**config.mk**
```make
export PLATFORM = sky130hd
export DESIGN_NAME = vending_ctrl
export DESIGN_NICKNAME = d
export VERILOG_FILES = /design/src/rtl/vending_pkg.sv /design/src/rtl/vending_change_unit.sv /design/src/rtl/vending_ctrl.sv
export SDC_FILE = /design/constraint.sdc
export NUM_CORES = 1
export LEC_CHECK = 0
export CORE_AREA = 2 2 127 178
export DETAILED_ROUTE_END_ITERATION = 16
export DIE_AREA = 0 0 129 180
export HOLD_SLACK_MARGIN = 0.02
export PLACE_DENSITY = 0.38
export SLEW_MARGIN = 5
export SYNTH_ARGS = -nofsm -noshare
export SYNTH_HDL_FRONTEND = slang
export SYNTH_SLANG_ARGS = --single-unit
```
**constraint.sdc**
```tcl
create_clock -name clk -period 9.1 [get_ports clk]
set_input_delay 1.365 -clock clk [delete_from_list [all_inputs] [get_ports clk]]
set_output_delay 1.365 -clock clk [all_outputs]
set_load 0.01 [all_outputs]
```
**src/rtl/vending_pkg.sv**
```systemverilog
// Shared types, codes and helpers for the vending transaction controller.
package vending_pkg;

    localparam int unsigned N_PROD = 3;   // product codes 1..N_PROD, 0 = none
    localparam int unsigned MW     = 8;   // money width
    localparam int unsigned SW     = 4;   // stock counter width
    localparam int unsigned PW     = 2;   // product code width

    typedef enum logic [1:0] {
        IDLE   = 2'd0,
        VEND   = 2'd1,
        CHANGE = 2'd2
    } state_e;

    localparam logic [1:0] ERR_NONE    = 2'd0;
    localparam logic [1:0] ERR_INSUF   = 2'd1;
    localparam logic [1:0] ERR_SOLDOUT = 2'd2;
    localparam logic [1:0] ERR_COIN    = 2'd3;

    localparam logic [MW-1:0] COIN_10 = MW'(10);
    localparam logic [MW-1:0] COIN_5  = MW'(5);
    localparam logic [MW-1:0] COIN_1  = MW'(1);

    // One product table entry as written by the configuration port.
    typedef struct packed {
        logic [MW-1:0] price;
        logic [SW-1:0] stock;
    } prod_entry_t;

    // Largest denomination not exceeding the remainder (1 for any nonzero rest).
    function automatic logic [MW-1:0] greedy_coin(input logic [MW-1:0] rem);
        logic [MW-1:0] coin;
        coin = COIN_1;
        if (rem >= COIN_10) begin
            coin = COIN_10;
        end else if (rem >= COIN_5) begin
            coin = COIN_5;
        end
        return coin;
    endfunction

    // True for a real product code 1..N_PROD.
    function automatic logic prod_in_range(input logic [PW-1:0] p);
        logic ok;
        ok = 1'b0;
        for (int unsigned i = 1; i <= N_PROD; i++) begin
            if (p == PW'(i)) begin
                ok = 1'b1;
            end
        end
        return ok;
    endfunction

endpackage

```
**src/rtl/vending_change_unit.sv**
```systemverilog
// Change payout engine: holds the remainder and pays it out one greedy coin
// at a time over a valid/ready handshake.
// Ports: load_en/load_val  load the remainder register
//        start             begin payout from the (newly loaded) remainder
//        chg_valid/chg_coin/chg_ready  coin request handshake
//        rem               registered remainder
//        rem_next_c        remainder value for the next cycle
//        done_c            last coin accepted this cycle
module vending_change_unit
    import vending_pkg::*;
(
    input  logic          clk,
    input  logic          rst,
    input  logic          load_en,
    input  logic [MW-1:0] load_val,
    input  logic          start,
    input  logic          chg_ready,
    output logic          chg_valid,
    output logic [MW-1:0] chg_coin,
    output logic [MW-1:0] rem,
    output logic [MW-1:0] rem_next_c,
    output logic          done_c
);

    logic [MW-1:0] rem_q, rem_d;
    logic          chg_valid_q, chg_valid_d;
    logic [MW-1:0] chg_coin_q, chg_coin_d;
    logic [MW-1:0] rem_after;

    // Next remainder and coin selection; coin only changes on acceptance.
    always_comb begin
        rem_d       = rem_q;
        chg_valid_d = chg_valid_q;
        chg_coin_d  = chg_coin_q;
        rem_after   = rem_q - chg_coin_q;
        done_c      = chg_valid_q && chg_ready && (rem_after == '0);

        if (load_en) begin
            rem_d = load_val;
        end

        if (start) begin
            chg_valid_d = 1'b1;
            chg_coin_d  = greedy_coin(rem_d);
        end else if (chg_valid_q && chg_ready) begin
            rem_d = rem_after;
            if (rem_after == '0) begin
                chg_valid_d = 1'b0;
                chg_coin_d  = '0;
            end else begin
                chg_coin_d  = greedy_coin(rem_after);
            end
        end
    end

    always_ff @(posedge clk) begin
        if (rst) begin
            rem_q       <= '0;
            chg_valid_q <= 1'b0;
            chg_coin_q  <= '0;
        end else begin
            rem_q       <= rem_d;
            chg_valid_q <= chg_valid_d;
            chg_coin_q  <= chg_coin_d;
        end
    end

    assign chg_valid  = chg_valid_q;
    assign chg_coin   = chg_coin_q;
    assign rem        = rem_q;
    assign rem_next_c = rem_d;

endmodule

```
**src/rtl/vending_ctrl.sv**
```systemverilog
// Vending transaction controller: price/stock tables, credit accumulation,
// purchase sequencing and refund/change payout.
// Ports: cfg_*      table write port (IDLE only)
//        coin_*     coin insertion
//        sel, re    product select and refund request
//        vend_*     dispense handshake to product actuator
//        chg_*      change coin handshake
//        credit     credit, or remaining change while paying out
//        busy, err  status; err is a one-cycle code pulse
module vending_ctrl
    import vending_pkg::*;
(
    input  logic          clk,
    input  logic          rst,
    input  logic          cfg_we,
    input  logic [1:0]    cfg_idx,
    input  logic [MW-1:0] cfg_price,
    input  logic [SW-1:0] cfg_stock,
    input  logic          coin_valid,
    input  logic [MW-1:0] coin_val,
    input  logic [1:0]    sel,
    input  logic          re,
    output logic          vend_valid,
    output logic [1:0]    vend_prod,
    input  logic          vend_ready,
    output logic          chg_valid,
    output logic [MW-1:0] chg_coin,
    input  logic          chg_ready,
    output logic [MW-1:0] credit,
    output logic          busy,
    output logic [1:0]    err
);

    state_e        state_q, state_d;
    logic [MW-1:0] credit_q, credit_d;
    logic          vend_valid_q, vend_valid_d;
    logic [1:0]    vend_prod_q, vend_prod_d;
    logic          busy_q, busy_d;
    logic [1:0]    err_q, err_d;
    prod_entry_t   tbl_q [0:N_PROD];
    prod_entry_t   tbl_d [0:N_PROD];

    logic          ld_en;
    logic [MW-1:0] ld_val;
    logic          chg_start;
    logic [MW-1:0] rem;
    logic [MW-1:0] rem_next_c;
    logic          done_c;

    logic [MW:0]   coin_sum;
    logic [MW-1:0] eff_credit;
    prod_entry_t   sel_entry;

    vending_change_unit u_change (
        .clk        (clk),
        .rst        (rst),
        .load_en    (ld_en),
        .load_val   (ld_val),
        .start      (chg_start),
        .chg_ready  (chg_ready),
        .chg_valid  (chg_valid),
        .chg_coin   (chg_coin),
        .rem        (rem),
        .rem_next_c (rem_next_c),
        .done_c     (done_c)
    );

    // Next-state, table update and output computation.
    always_comb begin
        state_d      = state_q;
        credit_d     = credit_q;
        vend_valid_d = vend_valid_q;
        vend_prod_d  = vend_prod_q;
        err_d        = ERR_NONE;
        tbl_d        = tbl_q;
        ld_en        = 1'b0;
        ld_val       = '0;
        chg_start    = 1'b0;

        // Overflow is caught in the carry bit of the widened sum.
        coin_sum   = {1'b0, credit_q} + {1'b0, coin_val};
        eff_credit = credit_q;
        // Select reads the table before any same-cycle cfg write lands.
        sel_entry  = tbl_q[sel];

        unique case (state_q)
            IDLE: begin
                if (cfg_we && prod_in_range(cfg_idx)) begin
                    tbl_d[cfg_idx] = '{price: cfg_price, stock: cfg_stock};
                end

                if (coin_valid) begin
                    if (coin_sum[MW]) begin
                        err_d = ERR_COIN;
                    end else begin
                        eff_credit = coin_sum[MW-1:0];
                    end
                end

                if (re) begin
                    credit_d = '0;
                    ld_en    = 1'b1;
                    ld_val   = eff_credit;
                    if (eff_credit != '0) begin
                        chg_start = 1'b1;
                        state_d   = CHANGE;
                    end
                end else if (prod_in_range(sel)) begin
                    if (sel_entry.stock == '0) begin
                        err_d    = ERR_SOLDOUT;
                        credit_d = eff_credit;
                    end else if (eff_credit < sel_entry.price) begin
                        err_d    = ERR_INSUF;
                        credit_d = eff_credit;
                    end else begin
                        vend_valid_d = 1'b1;
                        vend_prod_d  = sel;
                        ld_en        = 1'b1;
                        ld_val       = eff_credit - sel_entry.price;
                        credit_d     = '0;
                        state_d      = VEND;
                    end
                end else begin
                    credit_d = eff_credit;
                end
            end

            VEND: begin
                if (coin_valid) begin
                    err_d = ERR_COIN;
                end
                if (vend_ready) begin
                    if (tbl_q[vend_prod_q].stock != '0) begin
                        tbl_d[vend_prod_q].stock = tbl_q[vend_prod_q].stock - SW'(1);
                    end
                    vend_valid_d = 1'b0;
                    vend_prod_d  = '0;
                    if (rem != '0) begin
                        chg_start = 1'b1;
                        state_d   = CHANGE;
                    end else begin
                        state_d   = IDLE;
                    end
                end
            end

            CHANGE: begin
                if (coin_valid) begin
                    err_d = ERR_COIN;
                end
                if (done_c) begin
                    credit_d = '0;
                    state_d  = IDLE;
                end
            end

            default: begin
                state_d = IDLE;
            end
        endcase

        // While paying out, the credit output shows the remaining change.
        if (state_d == CHANGE) begin
            credit_d = rem_next_c;
        end
        busy_d = (state_d != IDLE);
    end

    always_ff @(posedge clk) begin
        if (rst) begin
            state_q      <= IDLE;
            credit_q     <= '0;
            vend_valid_q <= 1'b0;
            vend_prod_q  <= '0;
            busy_q       <= 1'b0;
            err_q        <= ERR_NONE;
            tbl_q        <= '{default: '0};
        end else begin
            state_q      <= state_d;
            credit_q     <= credit_d;
            vend_valid_q <= vend_valid_d;
            vend_prod_q  <= vend_prod_d;
            busy_q       <= busy_d;
            err_q        <= err_d;
            tbl_q        <= tbl_d;
        end
    end

    assign credit     = credit_q;
    assign vend_valid = vend_valid_q;
    assign vend_prod  = vend_prod_q;
    assign busy       = busy_q;
    assign err        = err_q;

endmodule
```
==> results of run 1 <==
-- per-layer routing --
layer,vias to the layer above,track usage,wire length (um)
met5,-,0,0
met4,0,0.06522,572
met3,27,0.02440,463
met2,82,0.2540,8338
met1,2156,0.1649,6636
li1,2260,-,-
-- logic make-up (layout without fill, tap and decap cells) --
family	after synthesis	after routing	synth area share
adders and majority gates	29	29	0.07534
DFF	76	76	0.2975
buffers and inverters	55	95	0.04599
other	1	4	0.0007332
AOI/OAI and AO/OA	152	152	0.2040
xor gates and xnor gates	15	15	0.02569
and+or+nand+nor	227	227	0.2199
muxes	51	51	0.1309
-- flip-flops by register name, indices dropped and copies added, names as in the netlist, 2 cells and up --
register and count:
vend_prod 2, tbl_q 48, u_change.chg_coin 3, credit 8, u_change.rem 8, err 2, state_q 2
-- stage by stage --
step,area (um^2),util
5_1_grt,6173,0.2845
4_1_cts,6173,0.2845
3_3_place_gp,5868,0.2704
6_report,6173,0.2845
3_5_place_dp,5868,0.2704
2_1_floorplan,5126,-
-- worst max-delay path: cells and delay by family --
| family | cells | cell delay [ps] |
|---|---|---|
| compound gates | 12 | 3480 |
| buf+inv | 2 | 480 |
| mux | 1 | 350 |
| fa+ha+maj | 4 | 1280 |
-- worst min path at each step --
| stage | from | to | slack [ps] |
|---|---|---|---|
| after floorplan | tbl_q[40]$_SDFFE_PP0P_ | tbl_q[40]$_SDFFE_PP0P_ | 430 |
| after global placement | tbl_q[42]$_SDFFE_PP0P_ | tbl_q[42]$_SDFFE_PP0P_ | 450 |
| after detailed placement | tbl_q[46]$_SDFFE_PP0P_ | tbl_q[46]$_SDFFE_PP0P_ | 450 |
| after CTS | tbl_q[44]$_SDFFE_PP0P_ | tbl_q[44]$_SDFFE_PP0P_ | 470 |
| after global routing | tbl_q[45]$_SDFFE_PP0P_ | tbl_q[45]$_SDFFE_PP0P_ | 480 |
| final | tbl_q[45]$_SDFFE_PP0P_ | tbl_q[45]$_SDFFE_PP0P_ | 470 |
-- area by class of cell --
class                           instances  area, um^2  share of cell area
Timing Repair Buffer                   51       500.5             0.08107
Tap cell                              297       371.6             0.06019
Sequential cell                        76        1521              0.2465
Clock buffer                            9       225.2             0.03648
Multi-Input combinational cell        478        3369              0.5458
Clock inverter                          7       80.08             0.01297
Inverter                               28       105.1             0.01702
-- power by group through the flow --
stage | Combinational [uW] | Sequential [uW] | Clock [uW]
2_1_floorplan | 877 | 461 | 0
3_3_place_gp | 1210 | 491 | 0
3_5_place_dp | 1210 | 490 | 0
4_1_cts | 1220 | 482 | 393
5_1_grt | 1350 | 492 | 406
6_report | 1210 | 481 | 379
-- cell usage in the layout (no fill, tap or decap), drive strengths merged, types with 8 or more instances in the layout --
master         count
a211oi             8
a21o               9
a21oi             40
a22oi             13
clkbuf             9
clkdlybuf4s50     48
dfxtp             76
ha                26
inv               32
mux2i             32
mux4              12
nand2             47
nand2b             9
nor2              88
nor2b             20
nor3              17
nor3b              9
nor4              10
o21ai             35
xnor2              9
==> flow_summary.toml, run 1 <==
[synthesis]
synth_edf_count = 0
syn_area_mm2 = 0.005115
seq_area_frac_synth = 0.2975
ys.warnings.count = 0
synthCells = 606
synthTopCellsByArea = "dfxtp_1 30%, ha_1 6.4%, nor2_1 6.3%"
synth_ff_type = "dfxtp_1"
synth_cell_types = 70
avgSynthCellArea_um2 = 8.440
synthTopCellsByCount = "86 x nor2_1, 76 x dfxtp_1, 47 x nand2_1, 39 x a21oi_1, 32 x mux2i_1"
yosysMostFrequentCell = "nor2_1"
async_flop_share = 0
synth_top_area_cell = "dfxtp_1"
synth.top_cell.area_share = 0.2975
synth-seq-cells = 76

[pwr]
p_comb_frac = 0.585
pwr-share-clk = 0.183
peakVddDrop_mv = 0.09405
p_total_uw = 2071
cellLeakagePower_uw = 0.002393
power_frac_seq = 0.232
pwr_density_cell_mw_per_mm2 = 335.4
internal_power_uw = 1116
p_switching_uw = 954.6
switching_share = 0.4610

[floorplan]
core_area_mm2 = 0.02170
dieArea_mm2 = 0.02322
io_pins = 54
dieHeight_um = 180
row_count = 64
fp.dieW_um = 129
start_util = 0.2357

[timing]
finalWorstSetupSlack_ps = 2415
setup_violations = 0
relSlewSlack = 0.2722
tns_ps = 0
finalClockSkew_ps = 12.00
period_share = 0.7346
holdWs_ps = 465.7
max_freq_mhz = 149.6
worst_pin_slew_ps = 1082
fin_crit_ps = 6685
rsz0062_at_grt = "false"
hold_viol = 0
final-max-slew-violation-count = 0

[detailed_routing]
drc = 0
via_per_inst = 4.783
wl_per_cell_um = 16.92
dr.pass1.iters = 4
vias = 4525
drt_wl_total_um = 16010
drtIter0Drc = 256
ant_nets = 0

[finish]
drive_gt1_frac = 0.08937
layout.nets = 704
fin_cells = 946
syn_to_final_growth_pct = 20.69
antenna_cells = 0
fill_cells = 2347

[grt]
antenna_found_initial = 0
grtUsageTotal = 0.1431
overflow = 0
grt_max_degree = 70
grt_pass1_wl_um = 25700
grt_pass1_vias = 4608

[cts]
cts-resized-gates = 0
hold_buffers = 0
clk_path_buf_depth = 2
post_cts_buffers = 0
cts_tree = "done"
clk_pin_slew_ps = 70
htree_levels = 3
cts.sinks = 76
clkLatencyLatePin_ps = 350
cts_made_buffers = 9
cts-root-buf = "clkbuf_16"

[worst_setup_path]
cp-start-kind = "input port"
path_cells = "clkdlybuf4s50_1, ha_1, fa_1, a21o_1, a221oi_2, a21o_1, mux2i_1, ha_1, inv_1, fa_1, a211oi_1, o21ai_1, o211a_2, o21ai_1, a211oi_1, o21bai_1, a2111oi_2, a21bo_1, a21oi_1"
cpPeakStageDelay_ps = 500
crit_arrival_ps = 6970
reg2reg_slack_ps = 3470
cp.required_ps = 9380
cp_max_fo = 9
r2r_end = "u_change.chg_coin[2]$_SDFFE_PP0P_"
crit_end = "u_change.chg_coin[2]$_SDFFE_PP0P_"
cp-startpoint = "coin_val[0]"
critPathSlowestCell = "o21ai_1"
r2r_cells = 18
end_kind = "flip-flop"
rr_startpoint = "credit[0]$_SDFFE_PP0P_"
worstSetupPathType = "input port to flip-flop"

[flow_run]
maxCapViolations = 0

[placement]
hpwl_um = 12330
pre_cts_slack_ps = 2067
place_congestion = 0.8705
place_inst = 930
portBuffers = 49

[status]
outcome = "complete, no violations"

[worst_hold_path]
hp-class = "flip-flop to flip-flop"
whs_path_depth = 1
Note: power is estimated with default switching activity, not from simulation.
==> run 2, diff against run 1 <==
--- a/config.mk
+++ b/config.mk
@@ -9,7 +9,7 @@
 export DETAILED_ROUTE_END_ITERATION = 16
 export DIE_AREA = 0 0 129 180
 export HOLD_SLACK_MARGIN = 0.02
-export PLACE_DENSITY = 0.38
+export PLACE_DENSITY = 0.39
 export SLEW_MARGIN = 5
 export SYNTH_ARGS = -nofsm -noshare
 export SYNTH_HDL_FRONTEND = slang
==> constraint.sdc (replaced) <==
create_clock -name clk -period 5.4 [get_ports clk]
set_input_delay 0.81 -clock clk [delete_from_list [all_inputs] [get_ports clk]]
set_output_delay 0.81 -clock clk [all_outputs]
set_load 0.01 [all_outputs]
==> run 2 against run 1 <==
Design area up 11%. Via count up 6.7%. Power up 95%. Register-to-register slack worse by 2800 ps. Critical endpoint is now credit[1]$_SDFFE_PP0P_. Cell count up 7.5%.
==> flow_summary.toml, run 2 (same netlist as run 1, synthesis figures left out) <==
[detailed_routing]
via_per_inst = 4.748
ant_nets = 0
drc = 0
drtIter0Drc = 177
dr.pass1.iters = 4
drt_wl_total_um = 16720
vias = 4829
wl_per_cell_um = 16.44

[grt]
grt_pass1_vias = 4928
grt_max_degree = 44
grt_pass1_wl_um = 26790
grtUsageTotal = 0.1482
overflow = 0
antenna_found_initial = 0

[cts]
cts.sinks = 76
clk_path_buf_depth = 2
cts-root-buf = "clkbuf_16"
cts_made_buffers = 9
cts_tree = "done"
hold_buffers = 0
clkLatencyLatePin_ps = 350
htree_levels = 3
clk_pin_slew_ps = 70

[worst_setup_path]
crit_arrival_ps = 5280
path_cells = "clkdlybuf4s50_1, fa_2, a21o_1, a221oi_2, a21o_1, mux2i_2, ha_2, inv_2, fa_2, a211oi_4, o21ai_2, o211ai_1, nor2_1, o22a_1, a2111oi_4, buf_6, nor3_4, a221o_1"
r2r_cells = 18
cpPeakStageDelay_ps = 450
cp.required_ps = 5630
critPathSlowestCell = "clkdlybuf4s50_1"
cp-start-kind = "input port"
reg2reg_slack_ps = 720
worstSetupPathType = "input port to flip-flop"
r2r_end = "credit[1]$_SDFFE_PP0P_"
end_kind = "flip-flop"
cp_max_fo = 5
rr_startpoint = "credit[0]$_SDFFE_PP0P_"

[status]
outcome = "complete, no violations"

[finish]
largest_reg_flops = 48
fin_cells = 1017
layout.nets = 775
regMostFlops = "tbl_q"
post-route-util = 0.3146
final_common_cell = "nor2_1"
antenna_cells = 0
drive_gt1_frac = 0.2056
final_cell_mix = "86 x nor2_1, 76 x dfxtp_1, 71 x buf_4, 47 x nand2_1, 47 x clkdlybuf4s50_1"
syn_to_final_growth_pct = 33.49
final_area_mm2 = 0.006828

[placement]
place_congestion = 0.8487
portBuffers = 49
hpwl_um = 13150
place_area_mm2 = 0.006386
place_inst = 999

[timing]
max_freq_mhz = 198.3
setup_violations = 0
period_share = 0.9340
final-max-slew-violation-count = 0
relSlewSlack = 0.5095
finalClockSkew_ps = 10.03
hold_viol = 0
worst_pin_slew_ps = 734.1
rsz0062_at_grt = "false"
fin_crit_ps = 5044

[pwr]
cellLeakagePower_uw = 0.002757
pwr_density_cell_mw_per_mm2 = 590.2
peakVddDrop_mv = 0.2130
p_total_uw = 4030

[worst_hold_path]
holdPathEnd = "tbl_q[47]$_SDFFE_PP0P_"
whs_path_depth = 1
hp-start = "tbl_q[47]$_SDFFE_PP0P_"
hp-class = "flip-flop to flip-flop"

[floorplan]
dieHeight_um = 180
start_util = 0.2357
io_pins = 54
fp.dieW_um = 129
row_count = 64
core_area_mm2 = 0.02170
dieArea_mm2 = 0.02322

[flow_run]
maxCapViolations = 0
[run 2: through the flow]
step / TNS [ps] / worst slack, ps / hold slack (ps)
after floorplan: 0 / 205.3 / 433.2
after global placement: -2140 / -238.0 / 448.5
after detailed placement: -3170 / -335.3 / 455.6
after CTS: 0 / 29.21 / 468.3
after global routing: 0 / 123.1 / 476.6
final: 0 / 356.2 / 467.9
[run 2: worst max path at each step]
stage	startpoint	endpoint	depth (start not counted)
6_report	coin_val[1]	credit[1]$_SDFFE_PP0P_	18
3_5_place_dp	coin_val[0]	u_change.chg_coin[1]$_SDFFE_PP0P_	20
2_1_floorplan	coin_val[0]	u_change.chg_coin[2]$_SDFFE_PP0P_	19
3_3_place_gp	coin_val[0]	u_change.chg_coin[1]$_SDFFE_PP0P_	20
5_1_grt	coin_val[1]	credit[1]$_SDFFE_PP0P_	19
4_1_cts	coin_val[0]	u_change.chg_coin[1]$_SDFFE_PP0P_	19
[run 2: metal layers]
metal  routed length (um)  vias to the layer above  track usage  share of wire
met5                    0                        -            0              0
met4                  550                        0      0.05348          0.033
met3                  307                       25      0.02083          0.018
met2                 8955                       66       0.2768           0.54
met1                 6906                     2331       0.1677           0.41
li1                     -                     2407            -              -
[run 2: area by class of cell]
class | instances | area [um^2]
Sequential cell | 76 | 1521
Inverter | 28 | 105.1
Clock inverter | 6 | 71.32
Multi-Input combinational cell | 478 | 3482
Clock buffer | 10 | 239.0
Tap cell | 297 | 371.6
Fill cell | 2291 | 14870
Timing Repair Buffer | 122 | 1037
[run 2: repair_timing]
item | 4_1_cts | 5_1_grt
gates resized for setup | 0 | 27
buffers inserted | 0 | 1
setup endpoints to repair | 0 | 13
[run 2: critical path: cells and delay by family]
kind	cells	cell delay, ps
AND/OR/NAND/NOR	2	160
AO/OA/AOI/OAI	9	2330
buffers and inverters	3	690
multiplexers	1	290
adder cells (fa/ha/maj)	3	1000
[run 2: power breakdown]
part	internal, uW	total, uW	switching (uW)
logic	1220	2600	1380
registers	669	798	128
clock network	374	634	260
total	2260	4030	1770
==> run 3, diff against run 2 <==
--- a/config.mk
+++ b/config.mk
@@ -5,11 +5,11 @@
 export SDC_FILE = /design/constraint.sdc
 export NUM_CORES = 1
 export LEC_CHECK = 0
-export CORE_AREA = 2 2 127 178
+export CORE_AREA = 2 2 106 149
 export DETAILED_ROUTE_END_ITERATION = 16
-export DIE_AREA = 0 0 129 180
+export DIE_AREA = 0 0 108 151
 export HOLD_SLACK_MARGIN = 0.02
-export PLACE_DENSITY = 0.39
+export PLACE_DENSITY = 0.62
 export SLEW_MARGIN = 5
 export SYNTH_ARGS = -nofsm -noshare
 export SYNTH_HDL_FRONTEND = slang
==> run 3 against run 2 <==
Die area decreased by 30%. Power shrank 3.4%. Largest power group unchanged. Cell count is 11% lower. Setup slack worse by 130 ps. Global-route usage up 3.8 points. Wire length is 12% lower.
==> flow_summary.toml, run 3 (same netlist as run 1, synthesis figures left out) <==
[status]
outcome = "complete, no violations"

[timing]
max_freq_mhz = 193.2
period_share = 0.9583
fin_crit_ps = 5175
finalClockSkew_ps = 10.56
relSlewSlack = 0.4374
hold_viol = 0
worst_pin_slew_ps = 841.2
finalWorstSetupSlack_ps = 225.0
setup_violations = 0
holdWs_ps = 467.0
tns_ps = 0
final-max-slew-violation-count = 0

[floorplan]
fp.dieW_um = 108
dieHeight_um = 151
row_count = 53
io_pins = 54
start_util = 0.3428
dieArea_mm2 = 0.01631
core_area_mm2 = 0.01492

[finish]
regArea_mm2 = 0.001521
fill_cells = 1414
final_cell_mix = "86 x nor2_1, 76 x dfxtp_1, 66 x buf_4, 48 x clkdlybuf4s50_1, 47 x nand2_1"
post-route-util = 0.4440
antenna_cells = 0
largest_reg_flops = 48
drive_gt1_frac = 0.1899
final_area_mm2 = 0.006625
final_common_cell = "nor2_1"
multi_input_area_mm2 = 0.003441
layout.nets = 771
regMostFlops = "tbl_q"
syn_to_final_growth_pct = 29.53

[placement]
hpwl_um = 11420
place_area_mm2 = 0.006187
pre_cts_slack_ps = -411.0
place_congestion = 0.8990
portBuffers = 49

[worst_setup_path]
critPathTopFamily = "compound AO/OA/AOI/OAI gates"
worstSetupPathType = "input port to flip-flop"
crit_arrival_ps = 5410
cp_max_fo = 5
critPathSlowestCell = "fa_2"
path_cells = "clkdlybuf4s50_1, ha_2, fa_2, a21o_1, a221oi_2, a21o_1, mux2i_2, ha_2, inv_1, fa_2, a211oi_4, o21ai_2, o211ai_1, o21ai_1, nand2_1, o21ai_1, a2111oi_4, buf_6, nor3_2, a221o_1"
cp.required_ps = 5630
r2r_end = "credit[0]$_SDFFE_PP0P_"
r2r_cells = 19
cp_num_buf_inv = 3
end_kind = "flip-flop"
reg2reg_slack_ps = 790
cpPeakStageDelay_ps = 420
rr_startpoint = "credit[0]$_SDFFE_PP0P_"
cp-start-kind = "input port"

[worst_hold_path]
hp-class = "flip-flop to flip-flop"
whs_path_depth = 1
hp-start = "tbl_q[47]$_SDFFE_PP0P_"
holdPathEnd = "tbl_q[47]$_SDFFE_PP0P_"

[detailed_routing]
drt_wl_total_um = 14770
ant_nets = 0
drtIter0Drc = 284
dr.pass1.iters = 5
drc = 0
via_per_inst = 5.463
vias = 4960
wl_per_cell_um = 16.26

[cts]
cts_tree = "done"
clk_pin_slew_ps = 70
hold_buffers = 0
clk_path_buf_depth = 2
cts.sinks = 76
cts_made_buffers = 9
cts-root-buf = "clkbuf_16"
clkLatencyLatePin_ps = 350
htree_levels = 3

[grt]
grt_pass1_wl_um = 23790
overflow = 0
grt_pass1_vias = 4885
grt_max_degree = 43
antenna_found_initial = 0
grtUsageTotal = 0.1859

[flow_run]
maxCapViolations = 0

[pwr]
pwr_density_cell_mw_per_mm2 = 587.8
cellLeakagePower_uw = 0.002728
peakVddDrop_mv = 0.2843
## run 3: cell count changes in the layout (fill, tap and decap cells not counted), sizes merged
cell,before,now
buf,74,70
clkinvlp,2,0
clkdlybuf4s50,47,48
clkinv,2,3
dlymetal6s2s,1,0
inv,29,30
## run 3: final cells by class
| class | count | share of cell area |
|---|---|---|
| clock buffer | 10 | 0.03607 |
| multi-input combinational | 478 | 0.5194 |
| tap | 192 | 0.03626 |
| sequential | 76 | 0.2297 |
| clock inverter | 6 | 0.01058 |
| timing repair buffer | 118 | 0.1522 |
| inverter | 28 | 0.01586 |
## run 3: power breakdown
group / internal [uW] / total, uW / switching, uW
clock network: 374 / 623 / 249
registers: 669 / 800 / 130
logic: 1180 / 2470 / 1290
## run 3: what timing repair did
item,in CTS,in global routing
resized for setup,1,15
pin swaps,0,13
gates cloned,0,1
endpoints found under the setup margin,7,12
setup buffers,0,6
## run 3: metal layers
metal,vias to the layer above,global-route usage,wire length [um]
li1,2398,-,-
met1,2360,0.2065,5867
met2,155,0.3418,7806
met3,47,0.03098,467
met4,0,0.08590,625
met5,-,0,0
## run 3: worst max path at each step
stage | end | slack [ps] | startpoint | cells after the start
after floorplan | u_change.chg_coin[2]$_SDFFE_PP0P_ | 210 | coin_val[0] | 19
after global placement | credit[0]$_SDFFE_PP0P_ | -200 | coin_val[0] | 19
after detailed placement | credit[0]$_SDFFE_PP0P_ | -410 | coin_val[0] | 19
after CTS | u_change.chg_coin[1]$_SDFFE_PP0P_ | 30 | coin_val[0] | 20
after global routing | credit[0]$_SDFFE_PP0P_ | -20 | coin_val[0] | 20
final | credit[0]$_SDFFE_PP0P_ | 220 | coin_val[0] | 20
## run 3: through the flow
stage	power (uW)	std cells
after floorplan	2255	609
after global placement	3094	885
after detailed placement	3130	885
after CTS	3778	901
after global routing	4172	908
final	3894	908
## run 3: worst reg2reg max path, cell delays in order (launching register included)
cell and delay (ps):
dfxtp_1 320, ha_2 190, fa_2 340, a21o_1 190, a221oi_2 270, a21o_1 290
mux2i_2 280, ha_2 220, inv_1 60, fa_2 420, a211oi_4 300, o21ai_2 110
o211ai_1 170, o21ai_1 140, nand2_1 100, o21ai_1 100, a2111oi_4 410, buf_6 190
nor3_2 70, a221o_1 320
